--- config.mk ---
export PLATFORM = sky130hd
export DESIGN_NAME = tc_sram_native_ctrl
export DESIGN_NICKNAME = d
export VERILOG_FILES = /design/src/rtl/tc_sram_native_ctrl.sv
export SDC_FILE = /design/constraint.sdc
export NUM_CORES = 1
export LEC_CHECK = 0
export ABC_CLOCK_PERIOD_IN_PS = 1440
export CAP_MARGIN = 15
export CORE_ASPECT_RATIO = 0.7
export CORE_UTILIZATION = 26
export DETAILED_ROUTE_END_ITERATION = 16
export PLACE_DENSITY_LB_ADDON = 0.05
export SETUP_SLACK_MARGIN = 0.05
export SYNTH_ARGS = -nofsm -noshare
export SYNTH_HDL_FRONTEND = slang
export SYNTH_SLANG_ARGS = --single-unit
--- constraint.sdc ---
create_clock -name clk_i -period 1.44 [get_ports clk_i]
set_clock_uncertainty 0.15 [all_clocks]
set_input_delay 0.216 -clock clk_i [delete_from_list [all_inputs] [get_ports clk_i]]
set_output_delay 0.216 -clock clk_i [all_outputs]
set_load 0.02 [all_outputs]
--- src/rtl/tc_sram_native_ctrl.sv ---
// tc_sram_native_ctrl: bridges the core's native valid/ready memory bus onto a
// single-port synchronous SRAM (one tc_sram_1024x32) and absorbs its 1-cycle
// read latency. Writes complete in 2 cycles, reads in 3.
// Optional power-on self-test is compiled in with `define TC_SRAM_BIST_EN.
module tc_sram_native_ctrl #(
    parameter int unsigned AW    = 10,
    parameter int unsigned DEPTH = 1024
) (
    input  logic          clk_i,
    input  logic          rst_n_i,
    input  logic          mem_valid_i,
    output logic          mem_ready_o,
    input  logic [31:0]   mem_addr_i,
    input  logic [31:0]   mem_wdata_i,
    input  logic [3:0]    mem_wstrb_i,
    output logic [31:0]   mem_rdata_o,
    output logic          sram_cs_o,
    output logic [AW-1:0] sram_addr_o,
    output logic [31:0]   sram_data_o,
    output logic [3:0]    sram_mask_o,
    output logic          sram_wren_o,
    input  logic [31:0]   sram_data_i,
    output logic          bist_done_o,
    output logic          bist_fail_o
);

    if (DEPTH != 2 ** AW) begin : g_depth_chk
        $error("tc_sram_native_ctrl: DEPTH must equal 2**AW");
    end

`ifdef TC_SRAM_BIST_EN
    typedef enum logic [2:0] {IDLE, CAPT, ACK, BIST_WR, BIST_RD} state_t;
    localparam state_t RESET_STATE = BIST_WR;
`else
    typedef enum logic [1:0] {IDLE, CAPT, ACK} state_t;
    localparam state_t RESET_STATE = IDLE;
`endif

    state_t      state_q;
    logic        ready_q;
    logic [31:0] rdata_q;

    // Address bits outside the word index are deliberately ignored (aliasing).
    logic unused_addr_bits;
    assign unused_addr_bits = ^{mem_addr_i[31:AW+2], mem_addr_i[1:0]};

`ifdef TC_SRAM_BIST_EN
    // Bit AW of the counter marks the extra compare-only cycle after the last read.
    logic [AW:0]   bist_cnt_q;
    logic          bist_rd_vld_q;
    logic [AW-1:0] bist_exp_idx_q;
    logic          bist_done_q;
    logic          bist_fail_q;

    function automatic logic [31:0] bist_word(input logic [AW-1:0] idx);
        return 32'hA5A5_0000 | 32'(idx);
    endfunction
`endif

    // SRAM strobes: decoded from the current state and request, forced low in reset.
    always_comb begin
        sram_cs_o   = 1'b0;
        sram_addr_o = '0;
        sram_data_o = '0;
        sram_mask_o = '0;
        sram_wren_o = 1'b0;
        if (rst_n_i) begin
            case (state_q)
                IDLE: begin
                    if (mem_valid_i) begin
                        sram_cs_o   = 1'b1;
                        sram_addr_o = mem_addr_i[AW+1:2];
                        sram_data_o = mem_wdata_i;
                        sram_mask_o = mem_wstrb_i;
                        sram_wren_o = |mem_wstrb_i;
                    end
                end
`ifdef TC_SRAM_BIST_EN
                BIST_WR: begin
                    sram_cs_o   = 1'b1;
                    sram_addr_o = bist_cnt_q[AW-1:0];
                    sram_data_o = bist_word(bist_cnt_q[AW-1:0]);
                    sram_mask_o = 4'hF;
                    sram_wren_o = 1'b1;
                end
                BIST_RD: begin
                    if (!bist_cnt_q[AW]) begin
                        sram_cs_o   = 1'b1;
                        sram_addr_o = bist_cnt_q[AW-1:0];
                    end
                end
`endif
                default: ;
            endcase
        end
    end

    // Control FSM, read-data capture and registered ready strobe.
    always_ff @(posedge clk_i or negedge rst_n_i) begin
        if (!rst_n_i) begin
            state_q        <= RESET_STATE;
            ready_q        <= 1'b0;
            rdata_q        <= '0;
`ifdef TC_SRAM_BIST_EN
            bist_cnt_q     <= '0;
            bist_rd_vld_q  <= 1'b0;
            bist_exp_idx_q <= '0;
            bist_done_q    <= 1'b0;
            bist_fail_q    <= 1'b0;
`endif
        end else begin
            ready_q <= 1'b0;
            case (state_q)
                IDLE: begin
                    if (mem_valid_i) begin
                        if (|mem_wstrb_i) begin
                            state_q <= ACK;
                            ready_q <= 1'b1;
                        end else begin
                            state_q <= CAPT;
                        end
                    end
                end
                CAPT: begin
                    rdata_q <= sram_data_i;
                    state_q <= ACK;
                    ready_q <= 1'b1;
                end
                ACK: begin
                    state_q <= IDLE;
                end
`ifdef TC_SRAM_BIST_EN
                BIST_WR: begin
                    if (bist_cnt_q == (AW+1)'(DEPTH - 1)) begin
                        bist_cnt_q <= '0;
                        state_q    <= BIST_RD;
                    end else begin
                        bist_cnt_q <= bist_cnt_q + (AW+1)'(1);
                    end
                end
                BIST_RD: begin
                    if (bist_cnt_q[AW]) begin
                        bist_done_q <= 1'b1;
                        state_q     <= IDLE;
                    end else begin
                        bist_cnt_q <= bist_cnt_q + (AW+1)'(1);
                    end
                end
`endif
                default: state_q <= IDLE;
            endcase
`ifdef TC_SRAM_BIST_EN
            // Compare each BIST read one cycle after it was issued.
            bist_rd_vld_q  <= (state_q == BIST_RD) && !bist_cnt_q[AW];
            bist_exp_idx_q <= bist_cnt_q[AW-1:0];
            if (bist_rd_vld_q && (sram_data_i != bist_word(bist_exp_idx_q))) begin
                bist_fail_q <= 1'b1;
            end
`endif
        end
    end

    assign mem_ready_o = ready_q;
    assign mem_rdata_o = rdata_q;

`ifdef TC_SRAM_BIST_EN
    assign bist_done_o = bist_done_q;
    assign bist_fail_o = bist_fail_q;
`else
    assign bist_done_o = 1'b1;
    assign bist_fail_o = 1'b0;
`endif

endmodule
==> impl_metrics.py, run 1 <==
metrics = {
    "sta": {
        "hold_viol": 0,
        "rsz0062_at_grt": "yes",
        "slew_viol_final": 0,
        "finalCriticalPeriod_ns": 1.91,
        "setup_viol": 82,
        "fmax_mhz": 523,
        "period_share_pct": 133,
        "tns_ns": -29.12,
        "setup_slack_ns": -0.473,
    },
    "pwr": {
        "ir_worst_vdd_mv": 0.471,
        "power_frac_clock_pct": 24.3,
        "p_sw_share_pct": 29.6,
        "p_per_area_mw_per_mm2": 938,
        "seq_power_share_pct": 35.1,
        "p_switching_mw": 1.11,
        "p_int_mw": 2.64,
        "combPwrFrac_pct": 40.6,
        "power_leakage_nw": 1.93,
    },
    "synthesis": {
        "ys_top_cells_by_area": "dfrtp_1 48%, mux2_4 23%, and2_1 16%",
        "yosys.area.top_type": "dfrtp_1",
        "synth_ff_type": "dfrtp_1",
        "synth_edf_count": 0,
        "synth_nets": 238,
        "synth_common_cells": "46 x and2_1, 35 x dfrtp_1, 28 x mux2_4",
        "synth_top_area_share_pct": 48.3,
        "yosysMostFrequentCell": "and2_1",
        "yosysUniqueCellTypes": 18,
        "async_flop_share_pct": 100,
        "ys_ff_latch": 35,
        "synth.avg_cell_area_um2": 13.4,
        "synth_cells": 135,
        "syn_area_mm2": 0.00181,
        "yosysSeqAreaShare_pct": 48.3,
        "synth_warnings": 0,
    },
    "detailed_routing": {
        "ant_nets": 0,
        "avgRoutedWirePerCell_um": 15.1,
        "vias": 1639,
        "drc": 0,
        "finalWirelength_um": 6190,
        "drt-pass1-iter-count": 4,
        "first_iter_violations": 37,
        "vias_per_cell": 4.01,
    },
    "worst_setup_path": {
        "r2r_cells": 7,
        "regToRegEndpoint": "mem_rdata_o[31]",
        "critPathKind": "flip-flop to output port",
        "cp-start-kind": "flip-flop",
        "critPathMaxFanout": 12,
        "r2r_slack_ns": -0.33,
        "worst_setup_path_end_kind": "output port",
        "r2r-start": "state_q[1]",
        "crit_arrival_ns": 1.55,
        "crit_required_ns": 1.07,
    },
    "final_layout": {
        "diodes": 0,
        "fin_nets": 417,
        "drive_above_1_share_pct": 51.1,
        "area_growth_pct": 121,
        "fin_util_pct": 59.3,
    },
    "hold_path": {
        "min_path_type": "flip-flop to flip-flop",
        "hp-start": "mem_rdata_o[10]",
        "whs_path_depth": 1,
        "hold_end": "mem_rdata_o[10]",
    },
    "global_route": {
        "grt_pass1_vias": 1608,
        "grt_pass1_wl_um": 8940,
        "antenna_found_initial": 0,
        "gr-total-overflow": 0,
        "grt_usage_pct": 16.4,
        "grt_max_degree": 36,
    },
    "clock_network": {
        "clock-sinks": 35,
        "clk_pin_slew_ns": 0.07,
        "cts_root_buf": "clkbuf_8",
        "cts_buffer_depth": 2,
        "cts_max_level": 2,
        "cts_buffers": 5,
        "clock_latency_ns": 0.28,
        "cts_tree": "done",
    },
    "floorplanning": {
        "coreArea_mm2": 0.00676,
        "die_width_um": 102,
        "die_h_um": 71.9,
        "dieArea_mm2": 0.00732,
        "start_util_pct": 26.9,
        "ios": 186,
        "rows": 25,
    },
    "run_status": {
        "violations": "negative setup slack",
        "status": "complete, but fails checks",
    },
    "placement": {
        "hpwlAfterDp_um": 4150,
        "port_buffers": 161,
        "gp_congestion": 0.708,
    },
    "job": {
        "drv_cap": 0,
    },
}
how the worst max path moves through the flow:
stage | startpoint | end | cells past startpoint
floorplan | state_q[1] | sram_data_o[10] | 4
global placement | mem_valid_i | sram_data_o[7] | 5
detailed placement | mem_valid_i | sram_data_o[4] | 5
CTS | state_q[0] | sram_addr_o[7] | 5
global route | state_q[1] | sram_addr_o[2] | 4
finish | state_q[1] | sram_addr_o[1] | 4
worst max-delay path: stages, from the launching register on:
cell and delay [ns]:
dfrtp_1 0.39, and4bb_4 0.43, buf_6 0.17, and2_2 0.16, buf_6 0.12
layout by cell type, fill, tap and decap left out, types with 4 or more instances in the layout:
| cell type | Yosys | layout |
|---|---|---|
| clkdlybuf4s50_1 | 0 | 79 |
| buf_6 | 3 | 52 |
| and2_4 | 0 | 35 |
| dfrtp_1 | 35 | 35 |
| mux2_4 | 28 | 28 |
| dlygate4sd2_1 | 0 | 18 |
| clkdlybuf4s15_1 | 0 | 15 |
| and2_2 | 0 | 11 |
| buf_4 | 3 | 8 |
| clkbuf_8 | 0 | 6 |
| mux2_2 | 4 | 4 |
| buf_16 | 0 | 4 |
| buf_8 | 1 | 4 |
power by group through the flow:
stage,Sequential (mW),Clock (mW),Combinational (mW)
6_report,1.32,0.912,1.53
5_1_grt,1.34,0.985,1.61
3_5_place_dp,1.33,0,1.58
2_1_floorplan,1.60,0,0.475
3_3_place_gp,1.33,0,1.58
4_1_cts,1.32,0.949,1.53
routing by layer:
metal,share of wire (%),wire [um],global-route usage [%],up-vias
li1,-,-,-,798
met1,43,2660,21.7,773
met2,49,3050,26.9,64
met3,7.0,434,4.82,4
met4,0.71,44,3.33,0
met5,0,0,0,-
kinds of logic after synthesis:
family          count (synthesis)  share of synthesized area, %
compound gates                  2                         0.552
buf+inv                        11                          6.62
flops                          35                          48.3
mux                            32                          25.7
other cells                     2                         0.414
simple gates                   53                          18.5
area by class of cell:
class	instances	area, um2
clock buffers	6	82.6
multi-input cells	89	946
fillers	601	2750
flip-flops and latches	35	876
repair buffers	183	1950
clock inverters	2	35.0
well taps	94	118
sequential cells by signal, indices dropped and copies added, names as in the netlist:
signal,flops
mem_rdata_o,32
mem_ready_o,1
state_q,2
metrics by stage:
| stage | total power [mW] | area [um2] | instances | worst slack [ns] | hold WS [ns] |
|---|---|---|---|---|---|
| detailed placement | 2.91 | 3600 | 388 | -0.872 | 0.159 |
| finish | 3.76 | 4010 | 409 | -0.473 | 0.351 |
| global route | 3.94 | 4010 | 409 | -0.537 | 0.359 |
| floorplan | 2.08 | 1910 | 135 | -0.0162 | -0.230 |
| CTS | 3.80 | 4060 | 412 | -0.530 | -0.151 |
| global placement | 2.91 | 3600 | 388 | -0.859 | 0.168 |
what timing repair did:
| action | CTS | global route |
|---|---|---|
| gates resized for setup | 341 | 35 |
| pin swaps | 1 | 2 |
| setup buffers | 9 | 2 |
| endpoints found under the setup margin | 113 | 94 |
| cloned | 7 | 0 |
| hold endpoints to repair | 35 | 35 |
(Power assumes the default switching activity.)
==> run 2: changes to the inputs <==
--- a/config.mk
+++ b/config.mk
@@ -8,9 +8,10 @@
 export ABC_CLOCK_PERIOD_IN_PS = 1440
 export CAP_MARGIN = 15
 export CORE_ASPECT_RATIO = 0.7
+export CORE_MARGIN = 3
 export CORE_UTILIZATION = 26
 export DETAILED_ROUTE_END_ITERATION = 16
-export PLACE_DENSITY_LB_ADDON = 0.05
+export PLACE_DENSITY_LB_ADDON = 0.2
 export SETUP_SLACK_MARGIN = 0.05
 export SYNTH_ARGS = -nofsm -noshare
 export SYNTH_HDL_FRONTEND = slang
==> impl_metrics.py, run 2 (synthesized netlist as in run 1, its figures left out) <==
metrics = {
    "run_status": {
        "status": "complete, but fails checks",
        "violations": "negative setup slack",
    },
    "detailed_routing": {
        "vias": 1587,
        "finalWirelength_um": 6260,
        "first_iter_violations": 34,
        "vias_per_cell": 3.95,
        "ant_nets": 0,
        "avgRoutedWirePerCell_um": 15.6,
        "drc": 0,
        "drt-pass1-iter-count": 4,
    },
    "clock_network": {
        "cts_buffer_depth": 2,
        "cts_tree": "done",
        "clock-sinks": 35,
        "clk_pin_slew_ns": 0.07,
        "cts_buffers": 5,
        "clock_latency_ns": 0.27,
        "cts_max_level": 2,
        "cts_root_buf": "clkbuf_8",
    },
    "pwr": {
        "ir_worst_vdd_mv": 0.514,
        "power_mw": 3.48,
        "power_leakage_nw": 1.87,
        "p_per_area_mw_per_mm2": 897,
    },
    "sta": {
        "rsz0062_at_grt": "yes",
        "setup_viol": 74,
        "hold_viol": 0,
        "slew_viol_final": 0,
        "whs_ns": 0.349,
        "period_share_pct": 130,
        "fmax_mhz": 535,
        "finalCriticalPeriod_ns": 1.87,
        "tns_ns": -20.98,
        "setup_slack_ns": -0.430,
    },
    "global_route": {
        "grt_usage_pct": 14.7,
        "gr-total-overflow": 0,
        "grt_pass1_vias": 1613,
        "grt_max_degree": 36,
        "grt_pass1_wl_um": 9180,
        "antenna_found_initial": 0,
    },
    "placement": {
        "gp_congestion": 0.644,
        "port_buffers": 161,
        "dp_cells": 386,
        "place_ws_ns": -0.930,
        "place_area_mm2": 0.00359,
        "hpwlAfterDp_um": 4660,
    },
    "worst_setup_path": {
        "cp-start-kind": "flip-flop",
        "path_cells": "and4bb_4 -> buf_12 -> nor2b_2 -> buf_6",
        "crit_start": "state_q[0]",
        "cp_slowest_cell": "and4bb_4",
        "r2r-start": "state_q[1]",
        "critPathMaxStageDelay_ns": 0.40,
        "critPathMaxFanout": 23,
        "worst_setup_path_end_kind": "output port",
        "critPathKind": "flip-flop to output port",
        "crit_arrival_ns": 1.50,
        "crit_required_ns": 1.07,
        "r2r_slack_ns": -0.09,
    },
    "final_layout": {
        "drive_above_1_share_pct": 50.2,
        "largest_reg_flops": 32,
        "layout_commonest_cell": "clkdlybuf4s50_1",
        "fin_util_pct": 59.8,
        "fin_cells": 402,
        "diodes": 0,
        "final_cell_mix": "79 x clkdlybuf4s50_1, 49 x buf_6, 35 x dfrtp_1",
        "final_area_mm2": 0.00388,
        "area_growth_pct": 114,
        "fin_nets": 413,
    },
    "hold_path": {
        "min_path_type": "flip-flop to flip-flop",
        "hp-start": "mem_rdata_o[10]",
    },
    "floorplanning": {
        "dieArea_mm2": 0.00803,
        "rows": 24,
        "coreArea_mm2": 0.00649,
        "start_util_pct": 28.0,
        "ios": 186,
        "die_width_um": 106,
        "die_h_um": 75.9,
    },
    "job": {
        "drv_cap": 0,
    },
}
## run 2: changes by cell type in the layout (fill, tap and decap cells not counted), moves of 3 or more
| cell | change |
|---|---|
| and2_2 | +11 |
| and2_4 | -11 |
| buf_12 | +4 |
| buf_6 | -3 |
| buf_8 | -3 |
| dlygate4sd2_1 | -3 |
## run 2: layout make-up
| cell class | count | area (um2) |
|---|---|---|
| Multi-Input combinational cell | 89 | 920 |
| Sequential cell | 35 | 876 |
| Clock inverter | 2 | 12.5 |
| Fill cell | 561 | 2610 |
| Tap cell | 91 | 114 |
| Timing Repair Buffer | 179 | 1890 |
| Clock buffer | 6 | 72.6 |
## run 2: critical path, delay by kind of cell, from the launching register on
family        cells  cell delay [ns]
buf+inv           2             0.29
flops             1             0.38
simple gates      2             0.56
## run 2: power breakdown
group	total, mW	internal, mW	switching [mW]
combinational	1.48	0.851	0.630
clock	0.675	0.338	0.338
sequential	1.32	1.20	0.119
total	3.48	2.39	1.09
## run 2: what timing repair did
action / 4_1_cts / 5_1_grt
buffers inserted: 5 / 0
gates cloned: 4 / 0
resized for setup: 334 / 22
hold buffers: 1 / 0
pin swaps: 3 / 1
setup endpoints to repair: 113 / 98
hold endpoints to repair: 35 / 0
## run 2: metal layers
metal / up-vias / part of all wire (%) / GRT usage (%)
met5: - / 0 / 0
met4: 0 / 0.32 / 1.72
met3: 4 / 6.9 / 5.08
met2: 68 / 49 / 22.5
met1: 728 / 44 / 20.8
li1: 787 / - / -
## run 2: worst paths after layout
check | end | cells after the start
max | sram_wren_o | 4
min | mem_rdata_o[10] | 1
max reg2reg | mem_rdata_o[7] | 5
min reg2reg | mem_rdata_o[10] | 1
max in group asynchronous | mem_rdata_o[10] | 3
min in group asynchronous | mem_rdata_o[24] | 3
==> run 3: changes to the inputs <==
--- a/config.mk
+++ b/config.mk
@@ -5,11 +5,12 @@
 export SDC_FILE = /design/constraint.sdc
 export NUM_CORES = 1
 export LEC_CHECK = 0
-export ABC_CLOCK_PERIOD_IN_PS = 1440
+export ABC_CLOCK_PERIOD_IN_PS = 1700
 export CAP_MARGIN = 15
 export CORE_ASPECT_RATIO = 0.7
 export CORE_MARGIN = 3
 export CORE_UTILIZATION = 26
+export CTS_CLUSTER_SIZE = 12
 export DETAILED_ROUTE_END_ITERATION = 16
 export PLACE_DENSITY_LB_ADDON = 0.2
 export SETUP_SLACK_MARGIN = 0.05
==> constraint.sdc (replaced) <==
create_clock -name clk_i -period 1.7 [get_ports clk_i]
set_clock_uncertainty 0.15 [all_clocks]
set_input_delay 0.255 -clock clk_i [delete_from_list [all_inputs] [get_ports clk_i]]
set_output_delay 0.255 -clock clk_i [all_outputs]
set_load 0.02 [all_outputs]
==> impl_metrics.py, run 3 (synthesized netlist as in run 1, its figures left out) <==
metrics = {
    "worst_setup_path": {
        "r2r_cells": 4,
        "critPathMaxStageDelay_ns": 0.46,
        "cp_num_buf_inv": 2,
        "cp_slowest_cell": "and4bb_4",
        "cp-start-kind": "flip-flop",
        "regToRegEndpoint": "mem_rdata_o[4]",
        "critPathKind": "flip-flop to output port",
        "r2r_slack_ns": 0.18,
        "critPathMaxFanout": 6,
        "r2r-start": "state_q[0]",
        "path_cells": "and4bb_4 -> clkbuf_16 -> and2_4 -> buf_6",
        "worst_setup_path_end_kind": "output port",
        "path_delay_family": "simple AND/OR/NAND/NOR gates",
        "crit_arrival_ns": 1.58,
        "crit_required_ns": 1.29,
    },
    "global_route": {
        "gr-total-overflow": 0,
        "grt_usage_pct": 13.6,
        "antenna_found_initial": 0,
        "grt_pass1_vias": 1625,
        "grt_max_degree": 49,
        "grt_pass1_wl_um": 8600,
    },
    "final_layout": {
        "diodes": 0,
        "largest_reg_flops": 32,
        "drive_above_1_share_pct": 43.2,
        "fin_cells": 399,
        "fin_nets": 410,
        "area_growth_pct": 113,
        "final_cell_mix": "79 x clkdlybuf4s50_1, 48 x buf_6, 35 x dfrtp_1",
        "layout_commonest_cell": "clkdlybuf4s50_1",
    },
    "run_status": {
        "violations": "negative setup slack",
        "status": "complete, but fails checks",
    },
    "clock_network": {
        "cts_root_buf": "clkbuf_8",
        "cts_buffer_depth": 2,
        "postCtsSetupBuffers": 0,
        "cts_buffers": 5,
        "cts_max_level": 2,
        "clk_pin_slew_ns": 0.07,
        "clock_latency_ns": 0.28,
        "cts_tree": "done",
        "clock-sinks": 35,
    },
    "floorplanning": {
        "die_h_um": 75.9,
        "start_util_pct": 28.0,
        "rows": 24,
        "die_width_um": 106,
        "ios": 186,
        "coreArea_mm2": 0.00649,
        "dieArea_mm2": 0.00803,
    },
    "placement": {
        "gp_congestion": 0.662,
        "hpwlAfterDp_um": 4580,
        "dp_cells": 385,
        "port_buffers": 161,
    },
    "pwr": {
        "power_leakage_nw": 1.91,
        "power_mw": 3.28,
        "p_per_area_mw_per_mm2": 847,
        "ir_worst_vdd_mv": 0.450,
    },
    "sta": {
        "rsz0062_at_grt": "yes",
        "finalCriticalPeriod_ns": 1.98,
        "fmax_mhz": 504,
        "setup_viol": 48,
        "period_share_pct": 117,
        "slew_viol_final": 0,
        "whs_ns": 0.355,
        "setup_slack_ns": -0.285,
        "hold_viol": 0,
    },
    "hold_path": {
        "whs_path_depth": 1,
        "min_path_type": "flip-flop to flip-flop",
        "hp-start": "mem_rdata_o[30]",
        "hold_end": "mem_rdata_o[30]",
    },
    "detailed_routing": {
        "drt-pass1-iter-count": 4,
        "ant_nets": 0,
        "avgRoutedWirePerCell_um": 16.2,
        "vias_per_cell": 4.07,
        "drc": 0,
        "finalWirelength_um": 6460,
        "first_iter_violations": 45,
        "vias": 1624,
    },
    "job": {
        "drv_cap": 0,
    },
}
-- run 3: worst max-delay path by stage --
stage,startpoint,to,cells past startpoint
6_report,state_q[1],sram_data_o[23],4
5_1_grt,state_q[1],sram_data_o[16],4
3_5_place_dp,mem_valid_i,sram_addr_o[9],5
2_1_floorplan,state_q[0],sram_wren_o,3
3_3_place_gp,mem_valid_i,sram_mask_o[3],5
4_1_cts,state_q[1],sram_data_o[5],4
-- run 3: report_power, final --
part,internal (mW),total [mW],switching [mW]
clock network,0.586,0.891,0.304
registers,1.02,1.11,0.0922
logic,0.726,1.27,0.549
-- run 3: area by class of cell --
type | count | area [um2]
timing repair buffer | 176 | 1840
tap | 91 | 114
multi-input combinational | 89 | 902
clock inverter | 2 | 60.1
sequential | 35 | 876
fill | 565 | 2620
clock buffer | 6 | 72.6
-- run 3: worst register-to-register path: stages, from the launching register on --
cell      delay, ns
dfrtp_1        0.38
buf_4          0.14
nand2b_2       0.20
buf_12         0.21
mux2_4         0.32
-- run 3: through the flow --
step / util, % / setup TNS [ns] / worst slack (ns) / cell area [um2]
5_1_grt: 59.6 / -15.66 / -0.346 / 3870
4_1_cts: 55.9 / -11.59 / -0.314 / 3630
6_report: 59.6 / -12.78 / -0.285 / 3870
2_1_floorplan: - / 0 / 0.150 / 1810
3_3_place_gp: 54.3 / -29.46 / -0.643 / 3520
3_5_place_dp: 54.3 / -30.33 / -0.662 / 3520
-- run 3: metal layers --
layer	GRT usage, %	vias to the layer above	routed length [um]
met4	3.45	0	48
met3	4.57	4	376
met5	0	-	0
li1	-	777	-
met1	17.5	787	2710
met2	22.3	56	3330
-- run 3: repair_timing --
action	CTS	global route
cloned	0	5
pin swaps	0	23
hold buffers	1	0
endpoints found under the hold margin	35	0
endpoints found under the setup margin	75	54
resized for setup	242	109
